==> src/rtl/stream_decipher_rx.sv <==
// stream_decipher_rx: serial ciphertext in, keystream-XORed plaintext bytes out.
// Define STREAM_RX_LFSR_EN for an LFSR keystream; otherwise the seed rotates.
module stream_decipher_rx #(
  parameter int MSG_BYTES = 8
) (
  input  logic       clk,
  input  logic       reset,
  input  logic       key_load,
  input  logic [7:0] key_seed,
  input  logic       bit_valid,
  input  logic       bit_in,
  input  logic       byte_ready,
  output logic       byte_valid,
  output logic [7:0] byte_out,
  output logic       msg_done,
  output logic       overrun,
  output logic       busy
);

  localparam logic [1:0] S_IDLE   = 2'd0;
  localparam logic [1:0] S_ACTIVE = 2'd1;
  localparam logic [1:0] S_DONE   = 2'd2;

  localparam logic [7:0] LAST = 8'(MSG_BYTES - 1);

  logic [1:0] state;
  logic [7:0] kreg;
  logic [6:0] sreg;
  logic [2:0] bitcnt;
  logic [7:0] bytecnt;
  logic       fb;
  logic       p;
  logic       take;
  logic       last_bit;
  logic       last_byte;
  logic       drain;

  // keystream feedback selection
  always_comb begin
`ifdef STREAM_RX_LFSR_EN
    fb = kreg[7] ^ kreg[5] ^ kreg[4] ^ kreg[3];
`else
    fb = kreg[7];
`endif
  end

  assign p         = bit_in ^ kreg[7];
  assign take      = (state == S_ACTIVE) && bit_valid && !key_load;
  assign last_bit  = take && (bitcnt == 3'd7);
  assign last_byte = last_bit && (bytecnt == LAST);
  assign drain     = byte_valid && byte_ready;
  assign busy      = (state == S_ACTIVE);

  // framing, keystream and byte handshake state
  always_ff @(posedge clk) begin
    if (reset) begin
      state      <= S_IDLE;
      kreg       <= 8'h00;
      sreg       <= 7'h00;
      bitcnt     <= 3'd0;
      bytecnt    <= 8'd0;
      byte_out   <= 8'h00;
      byte_valid <= 1'b0;
      msg_done   <= 1'b0;
      overrun    <= 1'b0;
    end else if (key_load) begin
      state      <= S_ACTIVE;
      kreg       <= key_seed;
      sreg       <= 7'h00;
      bitcnt     <= 3'd0;
      bytecnt    <= 8'd0;
      byte_valid <= 1'b0;
      msg_done   <= 1'b0;
      overrun    <= 1'b0;
    end else begin
      msg_done <= last_byte;
      if (take) begin
        sreg   <= {sreg[5:0], p};
        kreg   <= {kreg[6:0], fb};
        bitcnt <= bitcnt + 3'd1;
      end
      if (last_bit) begin
        byte_out   <= {sreg, p};
        byte_valid <= 1'b1;
        bytecnt    <= bytecnt + 8'd1;
        if (byte_valid && !byte_ready)
          overrun <= 1'b1;
        if (last_byte)
          state <= S_DONE;
      end else if (drain) begin
        byte_valid <= 1'b0;
      end
    end
  end

endmodule

==> config.mk <==
export PLATFORM = sky130hd
export DESIGN_NAME = stream_decipher_rx
export DESIGN_NICKNAME = d
export VERILOG_FILES = /design/src/rtl/stream_decipher_rx.sv
export SDC_FILE = /design/constraint.sdc
export NUM_CORES = 1
export LEC_CHECK = 0
export CORE_ASPECT_RATIO = 0.7
export CORE_UTILIZATION = 47
export CTS_CLUSTER_SIZE = 40
export DETAILED_ROUTE_END_ITERATION = 16
export PLACE_DENSITY = 0.74
export SLEW_MARGIN = 5
export SYNTH_ARGS = -nofsm -noshare
export SYNTH_HDL_FRONTEND = slang
export SYNTH_SLANG_ARGS = --single-unit
export TNS_END_PERCENT = 20
==> constraint.sdc <==
create_clock -name clk -period 1.4 [get_ports clk]
set_input_delay 0.28 -clock clk [delete_from_list [all_inputs] [get_ports clk]]
set_output_delay 0.28 -clock clk [all_outputs]
set_load 0.03 [all_outputs]
# Word-level counts from Yosys, hierarchy flattened

Cells that the tools add are included.

Output and inout port bits: 12
Word-level logic and storage cells: 41
Register bits: 39

Eq/ne operators: 3
Bitwise operators: 2
Muxes and demuxes: 7
Reductions and logical operators: 17
$add $sub $neg: 2

Operator list:

| operator                                                              | number |
|---|---|
| 8-bit two-way mux                                                     | 2 |
| 8-bit by 1-bit adder with 8-bit output, second input constant         | 1 |
| 8-bit by 3-bit equality test with 1-bit output, second input constant | 1 |
| 2-bit AND reduction                                                   | 4 |
| 2-bit nonzero test                                                    | 4 |
| 1-bit logical AND                                                     | 6 |
| 1-bit two-way mux                                                     | 5 |
| 3-bit by 1-bit adder with 3-bit output, second input constant         | 1 |
| 3-bit equality test, second input constant                            | 1 |
| 2-bit by 1-bit equality test with 1-bit output, second input constant | 1 |
| 1-bit zero test                                                       | 2 |
| 2-bit OR reduction                                                    | 1 |
| 1-bit inverter                                                        | 1 |
| 1-bit bitwise XOR                                                     | 1 |

# Depth between registers and ports, before layout

Gate-level depths: netlist of run 1.

Word-level depth: 8
Mapped depth: 6
Mapped depth without buffers: 5

# Worst setup path after synthesis of run 1

OpenSTA, ideal clock, no wires.

Path kind: register to register
Start point: register bitcnt[0]
End point: register bytecnt[6]
Slack: -0.095 ns
Path buffers: 0
Stages on the path, launching flop included: 6
Arrival time: 1.426 ns
Required time: 1.330 ns
Cell sequence: dfxtp_1 > ha_1 > ha_1 > nand4b_4 > or4_1 > a21oi_1

Cells in the longest elaborated chain, start to end: 2

RTL lines:

| element                  | line | RTL |
|---|---|---|
| start: declaration       | 29   | `logic [2:0] bitcnt;` |
| start signal: assignment | 80   | `bitcnt <= bitcnt + 3'd1;` |
| 3-bit equality test      | 49   | `assign last_bit = take && (bitcnt == 3'd7);` |
| 1-bit logical AND        | 49   |  |
| end signal: assignment   | 85   | `bytecnt <= bytecnt + 8'd1;` |
| end: declaration         | 30   | `logic [7:0] bytecnt;` |

Every way passes these cells.
A chain may end at the register's enable or synchronous reset.

# Worst setup path after layout of run 1

Start point: register bitcnt[1]
End point: register bytecnt[2]

Same word-level chain as after synthesis.

==> results of run 1 <==
-- flip-flops by register name, summed over array words and instances (netlist names) --
| name | count |
|---|---|
| byte_out | 8 |
| bytecnt | 8 |
| kreg | 8 |
| sreg | 7 |
| bitcnt | 3 |
| state | 2 |
| byte_valid | 1 |
| msg_done | 1 |
| overrun | 1 |
-- power by group through the flow --
| stage | logic (mW) | registers [mW] | clock network, mW |
|---|---|---|---|
| final | 0.215 | 1.15 | 0.766 |
| after global routing | 0.230 | 1.15 | 0.825 |
| after CTS | 0.206 | 1.15 | 0.777 |
| after detailed placement | 0.204 | 1.17 | 0 |
| after global placement | 0.195 | 1.17 | 0 |
| after floorplan | 0.109 | 1.17 | 0 |
-- routing by layer --
metal / track usage / part of all wire
met2: 0.386 / 0.49
met3: 0.0523 / 0.037
met4: 0.137 / 0.020
met1: 0.295 / 0.46
met5: 0 / 0
-- worst paths after layout --
path | start | endpoint | slack (ns) | cells after the start
max reg2reg | bitcnt[1]$_SDFFE_PP0P_ | bytecnt[2]$_SDFFE_PP0P_ | -0.09 | 6
max | bitcnt[1]$_SDFFE_PP0P_ | bytecnt[2]$_SDFFE_PP0P_ | -0.09 | 6
min | sreg[6]$_SDFFE_PP0P_ | sreg[6]$_SDFFE_PP0P_ | 0.46 | 2
min reg2reg | sreg[6]$_SDFFE_PP0P_ | sreg[6]$_SDFFE_PP0P_ | 0.46 | 2
-- cells by family (layout without fill, tap and decap cells) --
group                      count (synthesis)  count (layout)
DFF                                       39              39
AOI/OAI and AO/OA                         53              53
xor gates and xnor gates                   2               2
and+or+nand+nor                           77              77
buffers and inverters                     16              64
adders and majority gates                  3               3
-- Yosys cell counts (3+ instances only) --
| cell | count |
|---|---|
| o21ai_0 | 9 |
| or4_1 | 3 |
| nand2b_1 | 3 |
| nor2_1 | 11 |
| nand3_1 | 9 |
| a311oi_1 | 9 |
| o31ai_1 | 3 |
| dfxtp_1 | 39 |
| or3_1 | 3 |
| a21oi_1 | 22 |
| o21a_1 | 4 |
| clkbuf_1 | 8 |
| nand2_1 | 34 |
| ha_1 | 3 |
-- cell type report --
class	instances	area [µm²]	share of cell area
sequential	39	785	0.336
tap	47	58.8	0.0252
clock buffer	6	82.6	0.0354
inverter	3	11.3	0.00483
multi-input combinational	135	927	0.397
timing repair buffer	54	464	0.199
clock inverter	1	5.00	0.00214
-- per-stage QoR --
stage	util	power, mW
floorplan	-	1.28
global placement	0.651	1.37
detailed placement	0.651	1.38
CTS	0.690	2.13
global route	0.717	2.21
finish	0.717	2.13
-- critical path: stages, from the launching register on --
cell and delay [ns]:
dfxtp_2 0.35, ha_4 0.14, ha_4 0.14, buf_4 0.11
nand2b_1 0.09, or4_1 0.45, a21oi_2 0.14
-- what timing repair did --
| action | 4_1_cts | 5_1_grt |
|---|---|---|
| pin swaps | 8 | 6 |
| resized for setup | 23 | 21 |
| hold buffers | 0 | 0 |
| endpoints found under the setup margin | 19 | 20 |
| hold endpoints to repair | 0 | 0 |
| setup buffers | 2 | 1 |
==> results.sh, run 1 <==
export IMPL_status="finished with violations"
export IMPL_violations="negative setup slack"
export IMPL_grt_ovfl_total=0
export IMPL_postLayoutCellArea_um2=2330
export IMPL_synth_cell_types=36
export IMPL_power_density_nw_per_um2=912
export IMPL_areaGrowthSynthToFinish_pct=39.9
export IMPL_grt_pass1_wl_um=6640
export IMPL_die_x_um=73.2
export IMPL_netlist_area_um2=1670
export IMPL_synthFlopType="dfxtp_1"
export IMPL_setup_ws_ns=-0.0936
export IMPL_fp_dieH_um=51.8
export IMPL_dieArea_um2=3790
export IMPL_cts_root_buf="clkbuf_8"
export IMPL_synthAdderAreaFrac=0.0225
export IMPL_p_sw_mw=0.510
export IMPL_fmax_mhz=670
export IMPL_syn_instance_count=190
export IMPL_ant_nets=0
export IMPL_ys_top_cells_by_area="dfxtp_1, nand2_1, a21oi_1, a311oi_1, nand3_1"
export IMPL_hp_class="flip-flop to flip-flop"
export IMPL_design_core_area_um2=3250
export IMPL_grt_max_degree=26
export IMPL_place_area_um2=2120
export IMPL_synth_mux_area_frac=0
export IMPL_drive_above_1_share=0.286
export IMPL_start_kind="flip-flop"
export IMPL_pwr_share_clk=0.360
export IMPL_drv_slew=0
export IMPL_required_ns=1.63
export IMPL_synth_edf_count=0
export IMPL_final_cell_mix="dfxtp_1, nand2_1, buf_4"
export IMPL_period_minus_slack_ns=1.49
export IMPL_synth_top_family_by_area="simple AND/OR/NAND/NOR gates"
export IMPL_post_dp_hpwl_um=2870
export IMPL_cap_viol_max_count=0
export IMPL_ir_drop_uv=678
export IMPL_post_place_cells=275
export IMPL_initial_core_util=0.512
export IMPL_grt_pass1_vias=1454
export IMPL_num_vias=1595
export IMPL_hold_slack_ns=0.460
export IMPL_ios=26
export IMPL_setup_worst_path_class="flip-flop to flip-flop"
export IMPL_yosys_warnings=0
export IMPL_period_share=1.07
export IMPL_grt_total_usage=0.239
export IMPL_routed_via_density=5.60
export IMPL_cp_max_fo=3
export IMPL_worstSkewPairLatency_ns=0.30
export IMPL_routabilityCongestion=0.749
export IMPL_syn_avg_cell_area_um2=8.78
export IMPL_place_ws_ns=-0.384
export IMPL_antenna_cells=0
export IMPL_fin_tns_setup_ns=-0.329
export IMPL_clockBufferDepth=2
export IMPL_end_kind="flip-flop"
export IMPL_finalWirelength_um=4260
export IMPL_swShare=0.239
export IMPL_clock_skew_ns=0.00890
export IMPL_setup_violations=11
export IMPL_final_cells=285
export IMPL_synthSimpleGateAreaFrac=0.251
export IMPL_synth_area_leader_cell="dfxtp_1"
export IMPL_synthesis_nets=207
export IMPL_final_common_cell="dfxtp_1"
export IMPL_hold_viol_final=0
export IMPL_row_count=17
export IMPL_slew_headroom=0.705
export IMPL_netlist_area_leader_share=0.468
export IMPL_comb_power_share=0.101
export IMPL_synth_compound_area_share=0.201
export IMPL_clkTransAtPathRegs_ns=0.08
export IMPL_power_internal_mw=1.62
export IMPL_drc=0
export IMPL_first_iter_violations=54
export IMPL_port_buffers=25
export IMPL_fillers=237
export IMPL_cp_arrival_ns=1.72
export IMPL_pwr_share_seq=0.540
export IMPL_first_pass_iters=4
export IMPL_ys_ff_latch=39
export IMPL_synth_async_reset_ratio=0
export IMPL_routedWlPerCell_um=15.0
export IMPL_antenna_found_initial=0
export IMPL_synthXorXnorAreaFrac=0.0105
export IMPL_rsz0062_at_grt="true"
export IMPL_worst_slew_pin_slew_ns=0.441
export IMPL_p_leak_nw=0.898
export IMPL_clock_sinks=39
export IMPL_htreeDepth=2
export IMPL_synth_yosys_seq_area_share=0.468
export IMPL_nets=255
export IMPL_cts_buffers=5
export IMPL_cts_tree="yes"
Note: power is estimated with default switching activity, not from simulation.
==> run 2, diff against run 1 <==
--- a/config.mk
+++ b/config.mk
@@ -5,7 +5,7 @@
 export SDC_FILE = /design/constraint.sdc
 export NUM_CORES = 1
 export LEC_CHECK = 0
-export CORE_ASPECT_RATIO = 0.7
+export CORE_ASPECT_RATIO = 0.6
 export CORE_UTILIZATION = 47
 export CTS_CLUSTER_SIZE = 40
 export DETAILED_ROUTE_END_ITERATION = 16
==> run 2 against run 1 <==
Compared with the run above:
- register-to-register slack worse by 0.02 ns
- final cell count decreased by 1.4%
- the flow still finishes with violations (negative setup slack)
- maximum frequency decreased by 1.4%
- highest routed layer unchanged
==> results.sh, run 2 (same netlist as run 1, synthesis figures left out) <==
export IMPL_fp_dieH_um=48.1
export IMPL_clock_sinks=39
export IMPL_cp_slowest_stage_delay_ns=0.36
export IMPL_postLayoutCellArea_um2=2340
export IMPL_ios=26
export IMPL_hp_class="flip-flop to flip-flop"
export IMPL_grt_pass1_wl_um=6360
export IMPL_min_path_cells=1
export IMPL_worstSkewPairLatency_ns=0.29
export IMPL_place_area_um2=2120
export IMPL_cts_root_buf="clkbuf_8"
export IMPL_cts_buffers=5
export IMPL_routabilityCongestion=0.809
export IMPL_drc=0
export IMPL_rrSetupSlack_ns=-0.12
export IMPL_routed_via_density=5.68
export IMPL_antenna_cells=0
export IMPL_reg_top3="byte_out: 8 flops, bytecnt: 8 flops, kreg: 8 flops"
export IMPL_first_iter_violations=119
export IMPL_reg2reg_depth=5
export IMPL_grt_max_degree=27
export IMPL_setup_violations=9
export IMPL_required_ns=1.57
export IMPL_violations="negative setup slack"
export IMPL_final_common_cell="dfxtp_1"
export IMPL_design_core_area_um2=3320
export IMPL_clockBufferDepth=2
export IMPL_min_to="overrun$_SDFFE_PP0P_"
export IMPL_post_place_cells=272
export IMPL_cp_cell_sequence="ha_4 > ha_4 > nand4b_1 > o311ai_2 > o41ai_2"
export IMPL_drv_slew=0
export IMPL_final_cells=281
export IMPL_top_layer="met4"
export IMPL_fillers=265
export IMPL_grt_total_usage=0.230
export IMPL_power_density_nw_per_um2=1060
export IMPL_crit_slowest_cell="o311ai_2"
export IMPL_rsz0062_at_grt="true"
export IMPL_cts_hold_buf=0
export IMPL_p_leak_nw=0.897
export IMPL_htreeDepth=2
export IMPL_ir_drop_uv=613
export IMPL_num_vias=1596
export IMPL_hp_start="overrun$_SDFFE_PP0P_"
export IMPL_hold_viol_final=0
export IMPL_cts_tree="yes"
export IMPL_port_buffers=25
export IMPL_place_ws_ns=-0.356
export IMPL_initial_core_util=0.502
export IMPL_areaGrowthSynthToFinish_pct=40.2
export IMPL_cap_viol_max_count=0
export IMPL_final_cell_mix="dfxtp_1, nand2_1, buf_4"
export IMPL_nets=252
export IMPL_die_x_um=78.9
export IMPL_status="finished with violations"
export IMPL_grt_ovfl_total=0
export IMPL_worst_slew_pin_slew_ns=0.381
export IMPL_clkTransAtPathRegs_ns=0.07
export IMPL_drive_above_1_share=0.254
export IMPL_wl_met2_um=1960
export IMPL_wl_met1_um=1980
export IMPL_met3_wirelength_um=268
export IMPL_antenna_found_initial=0
export IMPL_period_share=1.08
export IMPL_fmax_mhz=660
export IMPL_cp_max_fo=4
export IMPL_ant_nets=0
export IMPL_start_kind="flip-flop"
export IMPL_dieArea_um2=3800
export IMPL_routedWlPerCell_um=15.2
export IMPL_setup_worst_path_class="flip-flop to flip-flop"
export IMPL_setup_ws_ns=-0.116
export IMPL_r2r_end="bytecnt[5]$_SDFFE_PP0P_"
export IMPL_end_kind="flip-flop"
export IMPL_first_pass_iters=4
export IMPL_period_minus_slack_ns=1.52
export IMPL_row_count=16
export IMPL_cp_common_cell="ha_4"
export IMPL_grt_pass1_vias=1447
export IMPL_post_dp_hpwl_um=2830
export IMPL_clock_skew_ns=0.00413
export IMPL_slew_headroom=0.744
export IMPL_finalWirelength_um=4280
export IMPL_cp_arrival_ns=1.68
export IMPL_power_mw=2.47
export IMPL_r2r_start="bitcnt[1]$_SDFFE_PP0P_"
==> run 2: per-stage QoR <==
stage	util	setup TNS, ns	hold slack [ns]
6_report	0.704	-0.437	0.461
5_1_grt	0.704	-1.26	0.474
4_1_cts	0.683	-0.243	0.464
3_5_place_dp	0.639	-9.48	0.452
3_3_place_gp	0.639	-6.99	0.444
2_1_floorplan	-	-0.0188	0.437
==> run 2: worst max path at each step <==
stage	from	to	slack, ns	cells past startpoint
4_1_cts	bitcnt[0]$_SDFFE_PP0P_	bytecnt[7]$_SDFFE_PP0P_	-0.08	5
2_1_floorplan	bitcnt[1]$_SDFFE_PP0P_	bytecnt[5]$_SDFFE_PP0P_	-0.009	5
3_3_place_gp	key_load	bytecnt[7]$_SDFFE_PP0P_	-0.31	4
5_1_grt	bitcnt[1]$_SDFFE_PP0P_	bytecnt[7]$_SDFFE_PP0P_	-0.13	5
6_report	bitcnt[1]$_SDFFE_PP0P_	bytecnt[5]$_SDFFE_PP0P_	-0.12	5
3_5_place_dp	bit_valid	bytecnt[6]$_SDFFE_PP0P_	-0.36	4
==> run 2: where the power goes <==
group / switching [mW] / leakage, nW / internal, mW
clock network: 0.385 / 0.0654 / 0.712
registers: 0.0172 / 0.318 / 1.13
logic: 0.114 / 0.514 / 0.108
total: 0.516 / 0.897 / 1.95
==> run 2: per-layer routing <==
layer  vias up  GRT usage
li1        767          -
met1       760      0.274
met2        60      0.400
met3         9     0.0598
met4         0      0.135
met5         -          0
==> run 2: layout make-up <==
class	instances	area, µm²	share of cell area
Clock inverter	2	60.1	0.0257
Sequential cell	39	786	0.336
Inverter	3	13.8	0.00589
Tap cell	45	56.3	0.0241
Clock buffer	6	72.6	0.0310
Multi-Input combinational cell	135	906	0.387
Timing Repair Buffer	51	444	0.190
==> run 2: repair_timing <==
item | 4_1_cts | 5_1_grt
hold endpoints to repair | 0 | 0
setup endpoints to repair | 22 | 20
pin swaps | 1 | 8
buffers inserted | 0 | 1
gates resized for setup | 19 | 16
==> run 2: critical path: cells and delay by family (launching register included) <==
family	cells	cell delay (ns)
AOI/OAI and AO/OA	2	0.48
DFF	1	0.35
and+or+nand+nor	1	0.25
adders and majority gates	2	0.30
==> run 3, diff against run 2 <==
==> constraint.sdc (replaced) <==
create_clock -name clk -period 1.36 [get_ports clk]
set_input_delay 0.272 -clock clk [delete_from_list [all_inputs] [get_ports clk]]
set_output_delay 0.272 -clock clk [all_outputs]
set_load 0.03 [all_outputs]
==> run 3 against run 2 <==
Compared with the run above:
- the run still ends with negative setup slack left
- maximum frequency shrank 0.21%
- sequential power is essentially flat
- clock skew grew 0.0029 ns
- flip-flop and latch count is the same
- critical path depth grew 1
- via count grew 0.13%
- total power shrank 13%
- critical path type unchanged
- highest routed layer unchanged
==> results.sh, run 3 (same netlist as run 1, synthesis figures left out) <==
export IMPL_final_cell_mix="dfxtp_1, nand2_1, buf_4"
export IMPL_finalWirelength_um=4340
export IMPL_power_density_nw_per_um2=910
export IMPL_ant_nets=0
export IMPL_reg_top3="byte_out: 8 flops, bytecnt: 8 flops, kreg: 8 flops"
export IMPL_period_minus_slack_ns=1.52
export IMPL_p_leak_nw=0.931
export IMPL_routedWlPerCell_um=15.0
export IMPL_critical_path_top_delay_family="compound AO/OA/AOI/OAI gates"
export IMPL_swShare=0.244
export IMPL_grt_pass1_wl_um=6580
export IMPL_violations="negative setup slack"
export IMPL_antenna_cells=0
export IMPL_post_dp_hpwl_um=3000
export IMPL_fmax_mhz=658
export IMPL_nets=261
export IMPL_cp_endpoint="bytecnt[7]$_SDFFE_PP0P_"
export IMPL_end_kind="flip-flop"
export IMPL_row_count=16
export IMPL_period_share=1.12
export IMPL_worst_slew_pin_slew_ns=0.342
export IMPL_p_sw_mw=0.523
export IMPL_r2r_end="bytecnt[7]$_SDFFE_PP0P_"
export IMPL_grt_max_degree=27
export IMPL_htreeDepth=2
export IMPL_die_x_um=78.9
export IMPL_first_iter_violations=74
export IMPL_cp_common_cell="ha_4"
export IMPL_grt_ovfl_total=0
export IMPL_place_area_um2=2150
export IMPL_cp_max_fo=4
export IMPL_setup_ws_ns=-0.159
export IMPL_crit_buf_inv=1
export IMPL_pwr_share_seq=0.551
export IMPL_final_common_cell="dfxtp_1"
export IMPL_grt_total_usage=0.235
export IMPL_dieArea_um2=3800
export IMPL_start_kind="flip-flop"
export IMPL_ios=26
export IMPL_cp_cell_sequence="ha_4 > ha_4 > nand4b_1 > buf_4 > o311ai_2 > o41ai_2"
export IMPL_hp_class="flip-flop to flip-flop"
export IMPL_cp_num_cells=6
export IMPL_cp_slowest_stage_delay_ns=0.35
export IMPL_startpoint="bitcnt[1]$_SDFFE_PP0P_"
export IMPL_initial_core_util=0.502
export IMPL_cts_root_buf="clkbuf_8"
export IMPL_place_ws_ns=-0.477
export IMPL_cts_hold_buf=0
export IMPL_cts_tree="yes"
export IMPL_rrSetupSlack_ns=-0.16
export IMPL_worstSkewPairLatency_ns=0.29
export IMPL_grt_pass1_vias=1430
export IMPL_rsz0062_at_grt="true"
export IMPL_drive_above_1_share=0.279
export IMPL_num_vias=1598
export IMPL_first_pass_iters=5
export IMPL_r2r_start="bitcnt[1]$_SDFFE_PP0P_"
export IMPL_cts_buffers=5
export IMPL_clock_skew_ns=0.00698
export IMPL_fp_dieH_um=48.1
export IMPL_clkTransAtPathRegs_ns=0.07
export IMPL_routabilityCongestion=0.801
export IMPL_areaGrowthSynthToFinish_pct=41.5
export IMPL_setup_violations=19
export IMPL_status="finished with violations"
export IMPL_port_buffers=25
export IMPL_antenna_found_initial=0
export IMPL_slew_headroom=0.771
export IMPL_comb_power_share=0.104
export IMPL_pwr_share_clk=0.345
export IMPL_cap_viol_max_count=0
export IMPL_postLayoutCellArea_um2=2360
export IMPL_required_ns=1.52
export IMPL_reg2reg_depth=6
export IMPL_crit_slowest_cell="dfxtp_2"
export IMPL_cp_arrival_ns=1.68
export IMPL_power_internal_mw=1.62
export IMPL_drc=0
export IMPL_routed_via_density=5.53
export IMPL_ir_drop_uv=532
export IMPL_setup_worst_path_class="flip-flop to flip-flop"
export IMPL_design_core_area_um2=3320
export IMPL_clockBufferDepth=2
export IMPL_clock_sinks=39
export IMPL_hold_viol_final=0
export IMPL_drv_slew=0
[run 3: cell types whose count changed in the layout (fill, tap and decap cells not counted), moves of 2 or more]
cell,delta
buf_4,+8
or4_4,-2
nand3_2,+2
o31ai_2,-2
or4_1,+2
nand3_1,-2
o31ai_1,+2
bufinv_16,-2
[run 3: worst register-to-register path, cell delays in order, from the launching register on]
cell	delay [ns]
dfxtp_2	0.35
ha_4	0.14
ha_4	0.14
nand4b_1	0.17
buf_4	0.19
o311ai_2	0.29
o41ai_2	0.12
[run 3: layout make-up]
class,instances,area [µm²]
fillers,264,963
well taps,45,56.3
multi-input cells,135,908
inverters,3,11.3
repair buffers,60,514
clock inverters,2,13.8
flip-flops and latches,39,787
clock buffers,5,68.8
[run 3: what timing repair did]
action	CTS	global route
setup endpoints to repair	32	27
hold endpoints to repair	0	0
setup buffers	1	5
pin swaps	6	4
gates resized for setup	20	16
[run 3: how the worst min path moves through the flow]
stage | to | cells after the start | startpoint | slack, ns
2_1_floorplan | sreg[6]$_SDFFE_PP0P_ | 2 | sreg[6]$_SDFFE_PP0P_ | 0.44
3_3_place_gp | sreg[6]$_SDFFE_PP0P_ | 2 | sreg[6]$_SDFFE_PP0P_ | 0.44
3_5_place_dp | sreg[6]$_SDFFE_PP0P_ | 2 | sreg[6]$_SDFFE_PP0P_ | 0.45
4_1_cts | sreg[6]$_SDFFE_PP0P_ | 2 | sreg[6]$_SDFFE_PP0P_ | 0.46
5_1_grt | byte_out[7]$_SDFFE_PP0P_ | 2 | sreg[6]$_SDFFE_PP0P_ | 0.48
6_report | sreg[6]$_SDFFE_PP0P_ | 2 | sreg[6]$_SDFFE_PP0P_ | 0.45
[run 3: metal layers]
layer	track usage	part of all wire	wire, µm	vias to the layer above
li1	-	-	-	790
met1	0.272	0.44	1910	737
met2	0.435	0.47	2040	59
met3	0.0561	0.069	301	12
met4	0.120	0.021	89	0
met5	0	0	0	-
[run 3: stage by stage]
stage          std cells  total power [mW]  hold WS, ns   util  TNS [ns]
3_5_place_dp         276              1.42        0.446  0.648    -10.50
4_1_cts              284              2.16        0.456  0.679     -1.07
3_3_place_gp         276              1.42        0.443  0.648     -8.46
5_1_grt              289              2.25        0.483  0.710     -2.13
6_report             289              2.15        0.454  0.710     -1.12
2_1_floorplan        190              1.31        0.437      -    -0.109
[run 3: power groups by stage]
stage	logic, mW	registers, mW	clock network [mW]
floorplan	0.112	1.20	0
global placement	0.209	1.21	0
detailed placement	0.217	1.21	0
CTS	0.217	1.18	0.757
global route	0.240	1.19	0.820
finish	0.223	1.18	0.742
